## src/rtl/sobel_frame_sequencer.sv

```systemverilog
// Raster-order frame walker: border pixels are emitted as 8'hE0, interior pixels get a 3x3
// window fetch, a Sobel core run and a streamed result. Optional abort port: SOBEL_SEQ_ABORT_EN.
module sobel_frame_sequencer #(
    parameter int IMG_W  = 224,
    parameter int IMG_H  = 224,
    parameter int ADDR_W = 16
) (
    input  logic              clk,
    input  logic              rst_n,
    input  logic              start,
`ifdef SOBEL_SEQ_ABORT_EN
    input  logic              abort,
`endif
    output logic              busy,
    output logic              done,
    output logic              mem_rd,
    output logic [ADDR_W-1:0] mem_addr,
    output logic [3:0]        tap_idx,
    output logic              core_start,
    input  logic              core_done,
    input  logic [7:0]        core_pix,
    output logic              out_valid,
    input  logic              out_ready,
    output logic [7:0]        out_pix,
    output logic              out_last
);
    localparam int CW = $clog2(IMG_W);
    localparam int RW = $clog2(IMG_H);
    localparam logic [CW-1:0]     COL_MAX  = CW'(IMG_W - 1);
    localparam logic [RW-1:0]     ROW_MAX  = RW'(IMG_H - 1);
    localparam logic [ADDR_W-1:0] WIN_ORG  = ADDR_W'(IMG_W + 1);
    localparam logic [ADDR_W-1:0] ROW_STEP = ADDR_W'(IMG_W - 2);

    generate
        if (IMG_W < 3 || IMG_H < 3) begin : g_size_chk
            $error("sobel_frame_sequencer: image must be at least 3x3");
        end
        if (longint'(IMG_W) * longint'(IMG_H) > (longint'(1) << ADDR_W)) begin : g_addr_chk
            $error("sobel_frame_sequencer: IMG_W*IMG_H does not fit ADDR_W");
        end
    endgenerate

    typedef enum logic [2:0] {IDLE, CLASSIFY, FETCH, CALC, EMIT, FIN} state_t;

    state_t            state;
    logic [RW-1:0]     row;
    logic [CW-1:0]     col;
    logic [ADDR_W-1:0] pix_addr;
    logic [1:0]        tcol;
    logic              is_border, is_last, kill;

    assign is_border = (row == '0) || (row == ROW_MAX) || (col == '0) || (col == COL_MAX);
    assign is_last   = (row == ROW_MAX) && (col == COL_MAX);
`ifdef SOBEL_SEQ_ABORT_EN
    assign kill = abort && (state != IDLE);
`else
    assign kill = 1'b0;
`endif

    always_ff @(posedge clk or negedge rst_n) begin
        if (!rst_n) begin
            state <= IDLE; row <= '0; col <= '0; pix_addr <= '0; tcol <= '0;
            busy <= 1'b0; done <= 1'b0; mem_rd <= 1'b0; mem_addr <= '0; tap_idx <= '0;
            core_start <= 1'b0; out_valid <= 1'b0; out_pix <= '0; out_last <= 1'b0;
        end else if (kill) begin
            state <= IDLE; row <= '0; col <= '0; pix_addr <= '0; tcol <= '0;
            busy <= 1'b0; done <= 1'b0; mem_rd <= 1'b0; mem_addr <= '0; tap_idx <= '0;
            core_start <= 1'b0; out_valid <= 1'b0; out_pix <= '0; out_last <= 1'b0;
        end else begin
            done       <= 1'b0;
            core_start <= 1'b0;
            case (state)
                IDLE: if (start) begin
                    row <= '0; col <= '0; pix_addr <= '0;
                    busy  <= 1'b1;
                    state <= CLASSIFY;
                end
                CLASSIFY: if (is_border) begin
                    out_pix   <= 8'hE0;
                    out_valid <= 1'b1;
                    out_last  <= is_last;
                    state     <= EMIT;
                end else begin
                    // window origin is the pixel up-left of the centre
                    mem_rd   <= 1'b1;
                    tap_idx  <= 4'd0;
                    tcol     <= 2'd0;
                    mem_addr <= pix_addr - WIN_ORG;
                    state    <= FETCH;
                end
                FETCH: if (tap_idx == 4'd8) begin
                    mem_rd     <= 1'b0;
                    core_start <= 1'b1;
                    state      <= CALC;
                end else begin
                    tap_idx  <= tap_idx + 4'd1;
                    tcol     <= (tcol == 2'd2) ? 2'd0 : tcol + 2'd1;
                    mem_addr <= mem_addr + ((tcol == 2'd2) ? ROW_STEP : ADDR_W'(1));
                end
                CALC: if (core_done) begin
                    out_pix   <= core_pix;
                    out_valid <= 1'b1;
                    out_last  <= is_last;
                    state     <= EMIT;
                end
                EMIT: if (out_ready) begin
                    out_valid <= 1'b0;
                    out_last  <= 1'b0;
                    pix_addr  <= pix_addr + 1'b1;
                    if (col == COL_MAX) begin
                        col <= '0;
                        row <= row + 1'b1;
                    end else begin
                        col <= col + 1'b1;
                    end
                    if (is_last) begin
                        busy  <= 1'b0;
                        done  <= 1'b1;
                        state <= FIN;
                    end else begin
                        state <= CLASSIFY;
                    end
                end
                FIN:     state <= IDLE;
                default: state <= IDLE;
            endcase
        end
    end
endmodule

```

## config.mk

```make
export PLATFORM = sky130hd
export DESIGN_NAME = sobel_frame_sequencer
export DESIGN_NICKNAME = d
export VERILOG_FILES = /design/src/rtl/sobel_frame_sequencer.sv
export SDC_FILE = /design/constraint.sdc
export NUM_CORES = 1
export LEC_CHECK = 0
export CAP_MARGIN = 20
export CELL_PAD_IN_SITES_DETAIL_PLACEMENT = 1
export CELL_PAD_IN_SITES_GLOBAL_PLACEMENT = 2
export CORE_MARGIN = 2
export CORE_UTILIZATION = 32
export CTS_CLUSTER_SIZE = 16
export DETAILED_ROUTE_END_ITERATION = 10
export PLACE_DENSITY = 0.83
export SYNTH_ARGS = -nofsm -noshare
export SYNTH_HDL_FRONTEND = slang
export SYNTH_SLANG_ARGS = --single-unit
```

## constraint.sdc

```tcl
create_clock -name clk -period 3.01 [get_ports clk]
set_input_delay 0.301 -clock clk [delete_from_list [all_inputs] [get_ports clk]]
set_output_delay 0.301 -clock clk [all_outputs]
set_load 0.01 [all_outputs]
```

==> results of run 1 <==
area by class of cell:
cell class | instances | area share, %
clock inverter | 3 | 1.34
timing repair buffer | 56 | 10.4
tap | 176 | 4.28
clock buffer | 11 | 4.72
sequential | 71 | 34.5
multi-input combinational | 372 | 43.5
inverter | 18 | 1.31
placed cells by master (no fill, tap or decap), drive strengths merged, types with 3 or more instances in the layout:
master and count:
a211oi 5, a21o 4, a21oi 33, a22o 4, a22oi 3, a31oi 3, and2 4, and3 8
buf 11, clkbuf 11, clkdlybuf4s50 45, dfrtp 71, ha 10, inv 18, mux2i 5, nand2 46
nand2b 6, nand3 29, nand4 12, nor2 60, nor2b 3, nor3 14, nor4 3, o21ai 37
o22ai 6, o2bb2ai 3, o31ai 6, or3 9, xnor2 18, xor2 16
worst max-delay path, cell delays in order (launching register included):
cell and delay [ns]:
dfrtp_1 0.39, nand2b_1 0.21, inv_1 0.20, ha_1 0.33, nand2_1 0.15, nor2_1 0.06
a222oi_1 0.35, buf_4 0.22, nor2_2 0.05, a22o_1 0.25, a21oi_1 0.13
metal layers:
layer  wire length, um  track usage [%]
met1              5370             22.1
met2              5310             26.7
met3               276             2.87
met4               233             7.14
met5                 0                0
how the worst max path moves through the flow:
stage | slack [ns] | cells past startpoint | endpoint
floorplan | 0.44 | 11 | mem_addr[14]$_DFFE_PN0P_
global placement | 0.64 | 10 | mem_addr[10]$_DFFE_PN0P_
detailed placement | 0.57 | 10 | mem_addr[10]$_DFFE_PN0P_
CTS | 0.55 | 10 | mem_addr[10]$_DFFE_PN0P_
global route | 0.37 | 10 | mem_addr[10]$_DFFE_PN0P_
finish | 0.60 | 10 | mem_addr[10]$_DFFE_PN0P_
stage by stage:
| step | setup slack [ns] | hold WS [ns] | power (W) | area, um^2 |
|---|---|---|---|---|
| final | 0.598 | 0.117 | 0.00440 | 5150 |
| after global routing | 0.366 | 0.194 | 0.00473 | 5150 |
| after CTS | 0.554 | 0.154 | 0.00446 | 5150 |
| after detailed placement | 0.572 | 0.480 | 0.00328 | 4840 |
| after global placement | 0.636 | 0.474 | 0.00322 | 4840 |
| after floorplan | 0.440 | 0.00541 | 0.00260 | 4240 |
cell families after synthesis:
group | synth area share (%)
XOR/XNOR | 7.02
adder cells (fa/ha/maj) | 3.18
buffers and inverters | 5.60
AND/OR/NAND/NOR | 23.8
AO/OA/AOI/OAI | 16.8
flip-flops | 41.9
multiplexers | 1.71
state kept, by name, summed over array words and instances (netlist names):
signal,flops
done,1
col,8
state,3
row,8
busy,1
core_start,1
mem_rd,1
tcol,2
out_pix,8
tap_idx,4
mem_addr,16
out_valid,1
out_last,1
pix_addr,16
where the power goes:
part,switching [W],internal [W]
Sequential,0.000331,0.00116
Clock,0.000402,0.000740
Combinational,0.00101,0.000763
Total,0.00174,0.00266
==> metrics.txt, run 1 <==
Clock Skew approximately 0.01 ns; Post-CTS Resized 0; diode count 0; DRT iter0 DRCs 159; Setup CP Type reg -> reg; grt ovf 0; Slew HR a little under two fifths; post-synthesis net count 515; Vias 3,740; Area Overhead vs Synth 21.3%; crit start category flop; Yosys warnings 0; depth of the most critical reg-to-reg path 10; antenna violations before repair 0; CTS root buffer clkbuf_16; post-DR wirelength/cell 15.8 um; GRT Total Usage 16.6%; DRC Markers 0; DRT antenna net count 0; FF+latch count, synth 71; synth unique cells 60; Top FF cell, synth dfrtp_1; post-synth top area share a little over two fifths; Fmax achieved 0.415 GHz; clk sinks 71; setup TNS 0 ns; Finished Layout Cells 707; clk buf depth 2; Mapped Cells roughly 500; Least-Margin Pin Slew roughly 0.94 ns; Worst Path Required approximately 3.3 ns; Synth Cell Area 4240 um^2; Layout Nets 551; Fin. Hold Viols 0; sequential area share after synthesis 41.9%; CTS HTree Levels 3; critical path arrival between 2 and 3 ns; Post-synth EDFFs 0; worst reg2reg startpoint tcol[0]$_DFFE_PN0P_; Initial Util 32.4%; area of the multi-input gates 2240 um^2; core region area 13,100 um^2; DP Wirelength 7880 um; Clk Latency, worst-skew pair 0.34 ns; share of layout cells above drive strength 1 7.16%; reg2reg end mem_addr[10]$_DFFE_PN0P_; total CTS buffers 9; drt first pass iters 4; I/O pins 47; die height 119 um; num rows 42; LEAKAGE 2.13 nW; Die ar. 14,200 um^2; RSZ-0062 raised after global routing no; Seq. cell area ~1800 um^2; CTS tree yes; Synth area leaders dfrtp_1 42%, nor2_1 5.2%, o21ai_0 4.2%; Placed Cells incl. Taps 693; R2R setup slack 0.60 ns; Avg Inst Size Synth roughly 8.6 um^2; Crit. End Element flop; status finished, final reports clean; port bufs 46; Post-CTS Hold Buffers 0; post-route clock period utilization 80.1%; top cells by count, synth 71 x dfrtp_1, 59 x nor2_1, 44 x nand2_1; clk slew on worst S/H paths roughly 0.060 ns; Finished Core Util 39.3%; GP Congestion 0.788; Final setup viols 0; power per cell area 855 nW/um^2; vias in the first global route 3,874; first-pass GRT wire length 19,100 um; drt via density 5.29; Crit Path Max Fanout 7; largest net degree at the start of global routing 72; async set or reset register ratio after synthesis 100%; worst vdd ir about 0.00028 V; max-capacitance violation count 0; Crit. Startpoint tcol[0]$_DFFE_PN0P_; setup bufs post-CTS 0; class of the worst hold path in -> async; die width 119 um; Final Slew Violations 0; post-synth top area cell dfrtp_1; Fill cells 1,505; Routed WL 11,200 um; most frequent cell after synthesis dfrtp_1; Tmin final 2.41 ns
No activity file was read; power rests on OpenSTA's default activity.
==> inputs of run 2 (changes only) <==
==> constraint.sdc (replaced) <==
create_clock -name clk -period 2.5 [get_ports clk]
set_input_delay 0.25 -clock clk [delete_from_list [all_inputs] [get_ports clk]]
set_output_delay 0.25 -clock clk [all_outputs]
set_load 0.01 [all_outputs]
==> metrics.txt, run 2 (synthesized netlist as in run 1, its figures left out) <==
port bufs 46 (unchanged); Die ar. 14,200 um^2 (unchanged); Post-CTS Resized 0 (unchanged); worst vdd ir 0.000327 V (+15%); GRT Total Usage 17.5% (+0.83 points); reg2reg end mem_addr[10]$_DFFE_PN0P_; CTS tree yes; post-route clock period utilization 92.7% (+13 points); WHS 0.0624 ns (-0.0548 ns); Fin. Hold Viols 0 (unchanged); Worst path max stage delay 0.39 ns (about the same); core region area 13,100 um^2 (unchanged); Post-CTS Hold Buffers 0 (unchanged); worst reg2reg startpoint tcol[0]$_DFFE_PN0P_; R2R setup slack 0.18 ns (-0.42 ns); Final setup viols 0 (unchanged); DP Wirelength 8170 um (+3.7%); CTS HTree Levels 3 (unchanged); total CTS buffers 9 (unchanged); CTS root buffer clkbuf_16; setup bufs post-CTS 0 (unchanged); max-capacitance violation count 0 (unchanged); Setup CP Type reg -> reg; Vias 3,738 (-0.053%); class of the worst hold path in -> async; Total Power 0.00541 W (+23%); post-DR wirelength/cell 16.4 um (+3.9%); Worst Path Required 2.76 ns (-0.52 ns); vias in the first global route 3,950 (+2.0%); LEAKAGE 2.17 nW (+1.9%); most frequent cells in the layout 71 x dfrtp_1, 59 x nor2_1, 45 x clkdlybuf4s50_1; Slew HR 36.7% (-0.42 points); Top Registers mem_addr: 16 flops, pix_addr: 16 flops; largest net degree at the start of global routing 72 (unchanged); Clock Skew 0.00634 ns (-0.00392 ns); Initial Util 32.4% (unchanged); DRC Markers 0 (unchanged); Final Slew Violations 0 (unchanged); depth of the most critical reg-to-reg path 10 (unchanged); diode count 0 (unchanged); Crit. End Element flop; Fmax achieved 0.432 GHz (+4.1%); GP Congestion 0.802 (+1.8%); DRT iter0 DRCs 238 (+50%); delay-heaviest family, CP simple AND/OR/NAND/NOR gates; Layout Nets 556 (+0.91%); setup TNS 0 ns (unchanged); cells along the critical path nand2b_1 -> and2_4 -> ha_4 -> nor4_4 -> nand2_2 -> a222oi_1 -> buf_4 -> nor2_2 -> a22o_1 -> a21oi_1; Routed WL 11,700 um (+5.0%); clk buf depth 2 (unchanged); status finished, final reports clean; Tmin final 2.32 ns (-0.0945 ns); die width 119 um (unchanged); Crit Path Max Fanout 7 (unchanged); WP buf/inv 1 (-1); Placed Cells incl. Taps 698 (+0.72%); DRT antenna net count 0 (unchanged); clk sinks 71 (unchanged); grt ovf 0 (unchanged); antenna violations before repair 0 (unchanged); Least-Margin Pin Slew 0.950 ns (+0.00629 ns); I/O pins 47 (unchanged); first-pass GRT wire length 20,100 um (+5.2%); most common cell after layout, fill and taps aside dfrtp_1; num rows 42 (unchanged); Clk Latency, worst-skew pair 0.34 ns (about the same); drt via density 5.24 (-1.0%); crit start category flop; clk slew on worst S/H paths 0.06 ns (about the same); drt first pass iters 4 (unchanged); die height 119 um (unchanged); cell at the slowest stage of the critical path dfrtp_1; Finished Layout Cells 714 (+0.99%); Area Overhead vs Synth 23.1%; RSZ-0062 raised after global routing no; power per cell area 1040 nW/um^2 (+21%); critical path arrival 2.58 ns (-0.10 ns); share of layout cells above drive strength 1 8.74% (+1.6 points)
[run 2: per-layer routing]
| metal | part of all wire, % | up-vias | GRT usage [%] |
|---|---|---|---|
| li1 | - | 1818 | - |
| met1 | 48 | 1879 | 23.4 |
| met2 | 49 | 32 | 28.7 |
| met3 | 2.1 | 9 | 3.45 |
| met4 | 1.1 | 0 | 5.13 |
| met5 | 0 | - | 0 |
[run 2: worst max-delay path by stage]
stage / startpoint / end / slack (ns) / cells after the start
after floorplan: tcol[0]$_DFFE_PN0P_ / mem_addr[10]$_DFFE_PN0P_ / 0.02 / 11
after global placement: tcol[0]$_DFFE_PN0P_ / mem_addr[10]$_DFFE_PN0P_ / 0.29 / 10
after detailed placement: tcol[0]$_DFFE_PN0P_ / mem_addr[10]$_DFFE_PN0P_ / 0.21 / 10
after CTS: tcol[0]$_DFFE_PN0P_ / mem_addr[10]$_DFFE_PN0P_ / 0.18 / 10
after global routing: tcol[0]$_DFFE_PN0P_ / mem_addr[10]$_DFFE_PN0P_ / 0.03 / 10
final: tcol[0]$_DFFE_PN0P_ / mem_addr[10]$_DFFE_PN0P_ / 0.18 / 10
[run 2: final cells by class]
cell class | count | area [um^2]
clock buffer | 11 | 233
inverter | 18 | 67.6
fill | 1533 | 7860
clock inverter | 5 | 81.3
multi-input combinational | 372 | 2260
tap | 176 | 220
sequential | 71 | 1780
timing repair buffer | 61 | 583
[run 2: report_power, final]
part / switching (W) / internal, W
Clock: 0.000513 / 0.000876
Sequential: 0.000363 / 0.00139
Combinational: 0.00128 / 0.000982
Total: 0.00216 / 0.00325
[run 2: metrics by stage]
stage	worst slack (ns)	util [%]	area, um^2
floorplan	0.0228	-	4280
global placement	0.294	37.5	4910
detailed placement	0.209	37.5	4910
CTS	0.181	39.9	5220
global route	0.0299	39.9	5220
finish	0.183	39.9	5220
[run 2: worst register-to-register path: stages (launching register included)]
cell and delay [ns]:
dfrtp_1 0.39, nand2b_1 0.24, and2_4 0.23, ha_4 0.18
nor4_4 0.14, nand2_2 0.08, a222oi_1 0.31, buf_4 0.22
nor2_2 0.05, a22o_1 0.25, a21oi_1 0.15
==> inputs of run 3 (changes only) <==
--- a/config.mk
+++ b/config.mk
@@ -12,6 +12,7 @@
 export CORE_UTILIZATION = 32
 export CTS_CLUSTER_SIZE = 16
 export DETAILED_ROUTE_END_ITERATION = 10
+export GPL_TIMING_DRIVEN = 0
 export PLACE_DENSITY = 0.83
 export SYNTH_ARGS = -nofsm -noshare
 export SYNTH_HDL_FRONTEND = slang
==> metrics.txt, run 3 (synthesized netlist as in run 1, its figures left out) <==
Tmin final 2.41 ns (+0.0888 ns); Fin. Hold Viols 0 (unchanged); Clk Latency, worst-skew pair 0.35 ns (about the same); CP endpoint mem_addr[10]$_DFFE_PN0P_; Layout Nets 583 (+4.9%); R2R setup slack 0.09 ns (-0.09 ns); Vias 3,851 (+3.0%); area post-placement 4980 um^2 (+1.5%); post-route cell area 5430 um^2 (+4.0%); metal3 WL 278 um (+13%); Crit Path Max Fanout 7 (unchanged); DRT iter0 DRCs 158 (-34%); depth of the most critical reg-to-reg path 12 (+2); DRT antenna net count 0 (unchanged); Final Slew Violations 0 (unchanged); Routed WL 12,200 um (+3.6%); largest net degree at the start of global routing 55 (-24%); Die ar. 14,200 um^2 (unchanged); GRT Total Usage 17.7% (+0.21 points); clk slew on worst S/H paths 0.06 ns (about the same); core region area 13,100 um^2 (unchanged); LEAKAGE 2.25 nW (+3.7%); WL met2 5890 um (+1.7%); num rows 42 (unchanged); Total Power 0.00561 W (+3.8%); power per cell area 1030 nW/um^2 (-0.21%); clk buf depth 2 (unchanged); post-route clock period utilization 96.2% (+3.6 points); Initial Util 32.4% (unchanged); max-capacitance violation count 0 (unchanged); crit start category flop; Least-Margin Pin Slew 0.925 ns (-0.0248 ns); class of the worst hold path in -> async; die width 119 um (unchanged); reg2reg end mem_addr[10]$_DFFE_PN0P_; worst vdd ir 0.000384 V (+18%); port bufs 46 (unchanged); DRT met1 WL 5810 um (+4.0%); WHS 0.331 ns (+0.269 ns); antenna violations before repair 0 (unchanged); DP Wirelength 8620 um (+5.4%); DR top layer met4; DRC Markers 0 (unchanged); Area Overhead vs Synth 28.0%; CTS tree yes; critical path arrival 2.68 ns (+0.10 ns); post-DR wirelength/cell 16.4 um (-0.13%); worst reg2reg startpoint tcol[0]$_DFFE_PN0P_; first-pass GRT wire length 19,900 um (-0.59%); GP Congestion 0.817 (+1.9%); CTS HTree Levels 3 (unchanged); Top Registers mem_addr: 16 flops, pix_addr: 16 flops; Crit. Startpoint tcol[0]$_DFFE_PN0P_; most frequent cells in the layout 71 x dfrtp_1, 59 x nor2_1, 45 x clkdlybuf4s50_1; Clock Skew 0.00553 ns (-0.000811 ns); grt ovf 0 (unchanged); status finished, final reports clean; Setup CP Type reg -> reg; clk sinks 71 (unchanged); share of layout cells above drive strength 1 11.3% (+2.6 points); Crit. End Element flop; drt via density 5.20 (-0.73%); Final setup viols 0 (unchanged); CTS root buffer clkbuf_16; RSZ-0062 raised after global routing yes; I/O pins 47 (unchanged); most common cell after layout, fill and taps aside dfrtp_1; diode count 0 (unchanged); Fmax achieved 0.416 GHz (-3.7%); total CTS buffers 9 (unchanged); vias in the first global route 3,932 (-0.46%); drt first pass iters 4 (unchanged); Slew HR 37.8% (+1.2 points); Worst Path Required 2.78 ns (+0.02 ns); die height 119 um (unchanged)
run 3: cell count changes in the layout (fill, tap and decap cells not counted), moves of 3 or more:
cell	previous run	this run
buf_2	0	4
buf_6	0	3
clkbuf_1	2	16
clkbuf_2	0	3
run 3: repair_timing:
| item | 4_1_cts | 5_1_grt |
|---|---|---|
| setup buffers | 1 | 8 |
| gates resized for setup | 1 | 13 |
| endpoints found under the setup margin | 11 | 19 |
| hold buffers | 1 | 0 |
| endpoints found under the hold margin | 17 | 0 |
| pin swaps | 1 | 7 |
run 3: critical path, stage by stage (launching register included):
cell and delay [ns]:
dfrtp_1 0.39, nand2b_4 0.15, buf_6 0.13, buf_8 0.13
and2_4 0.17, ha_4 0.18, nor4_4 0.15, nand2_2 0.09
a222oi_1 0.32, buf_4 0.24, nor2_4 0.04, a22o_1 0.23
a21oi_2 0.11
run 3: worst min-delay path by stage:
stage	slack, ns	depth (start not counted)	to
final	0.33	2	pix_addr[13]$_DFFE_PN0P_
after global routing	0.35	2	pix_addr[13]$_DFFE_PN0P_
after CTS	0.33	2	pix_addr[13]$_DFFE_PN0P_
after detailed placement	0.16	1	pix_addr[13]$_DFFE_PN0P_
after global placement	0.46	1	out_valid$_DFFE_PN0P_
after floorplan	-0.05	0	busy$_DFFE_PN0P_
run 3: layout make-up:
class	count	area [um^2]
multi-input cells	372	2290
repair buffers	57	563
inverters	18	71.3
well taps	176	220
clock inverters	4	77.6
plain buffers	31	188
fillers	1527	7650
clock buffers	12	246
flip-flops and latches	71	1780
run 3: per-stage QoR:
stage          TNS [ns]  setup slack (ns)  utilization, %  std cells
6_report              0            0.0940            41.5        741
4_1_cts               0           0.00654            40.7        733
3_5_place_dp      -1.82            -0.484            38.1        715
3_3_place_gp    -112.08             -1.56            37.9        714
2_1_floorplan         0            0.0228               -        492
5_1_grt         -0.0946           -0.0388            41.5        741
run 3: routing by layer:
| layer | up-vias | global-route usage (%) |
|---|---|---|
| li1 | 1867 | - |
| met1 | 1928 | 23.1 |
| met4 | 0 | 6.77 |
| met5 | - | 0 |
| met2 | 41 | 29.5 |
| met3 | 15 | 2.78 |
run 3: power breakdown:
group	total (W)	internal, W	switching [W]
Combinational	0.00253	0.00106	0.00147
Sequential	0.00165	0.00140	0.000256
Clock	0.00143	0.000907	0.000522
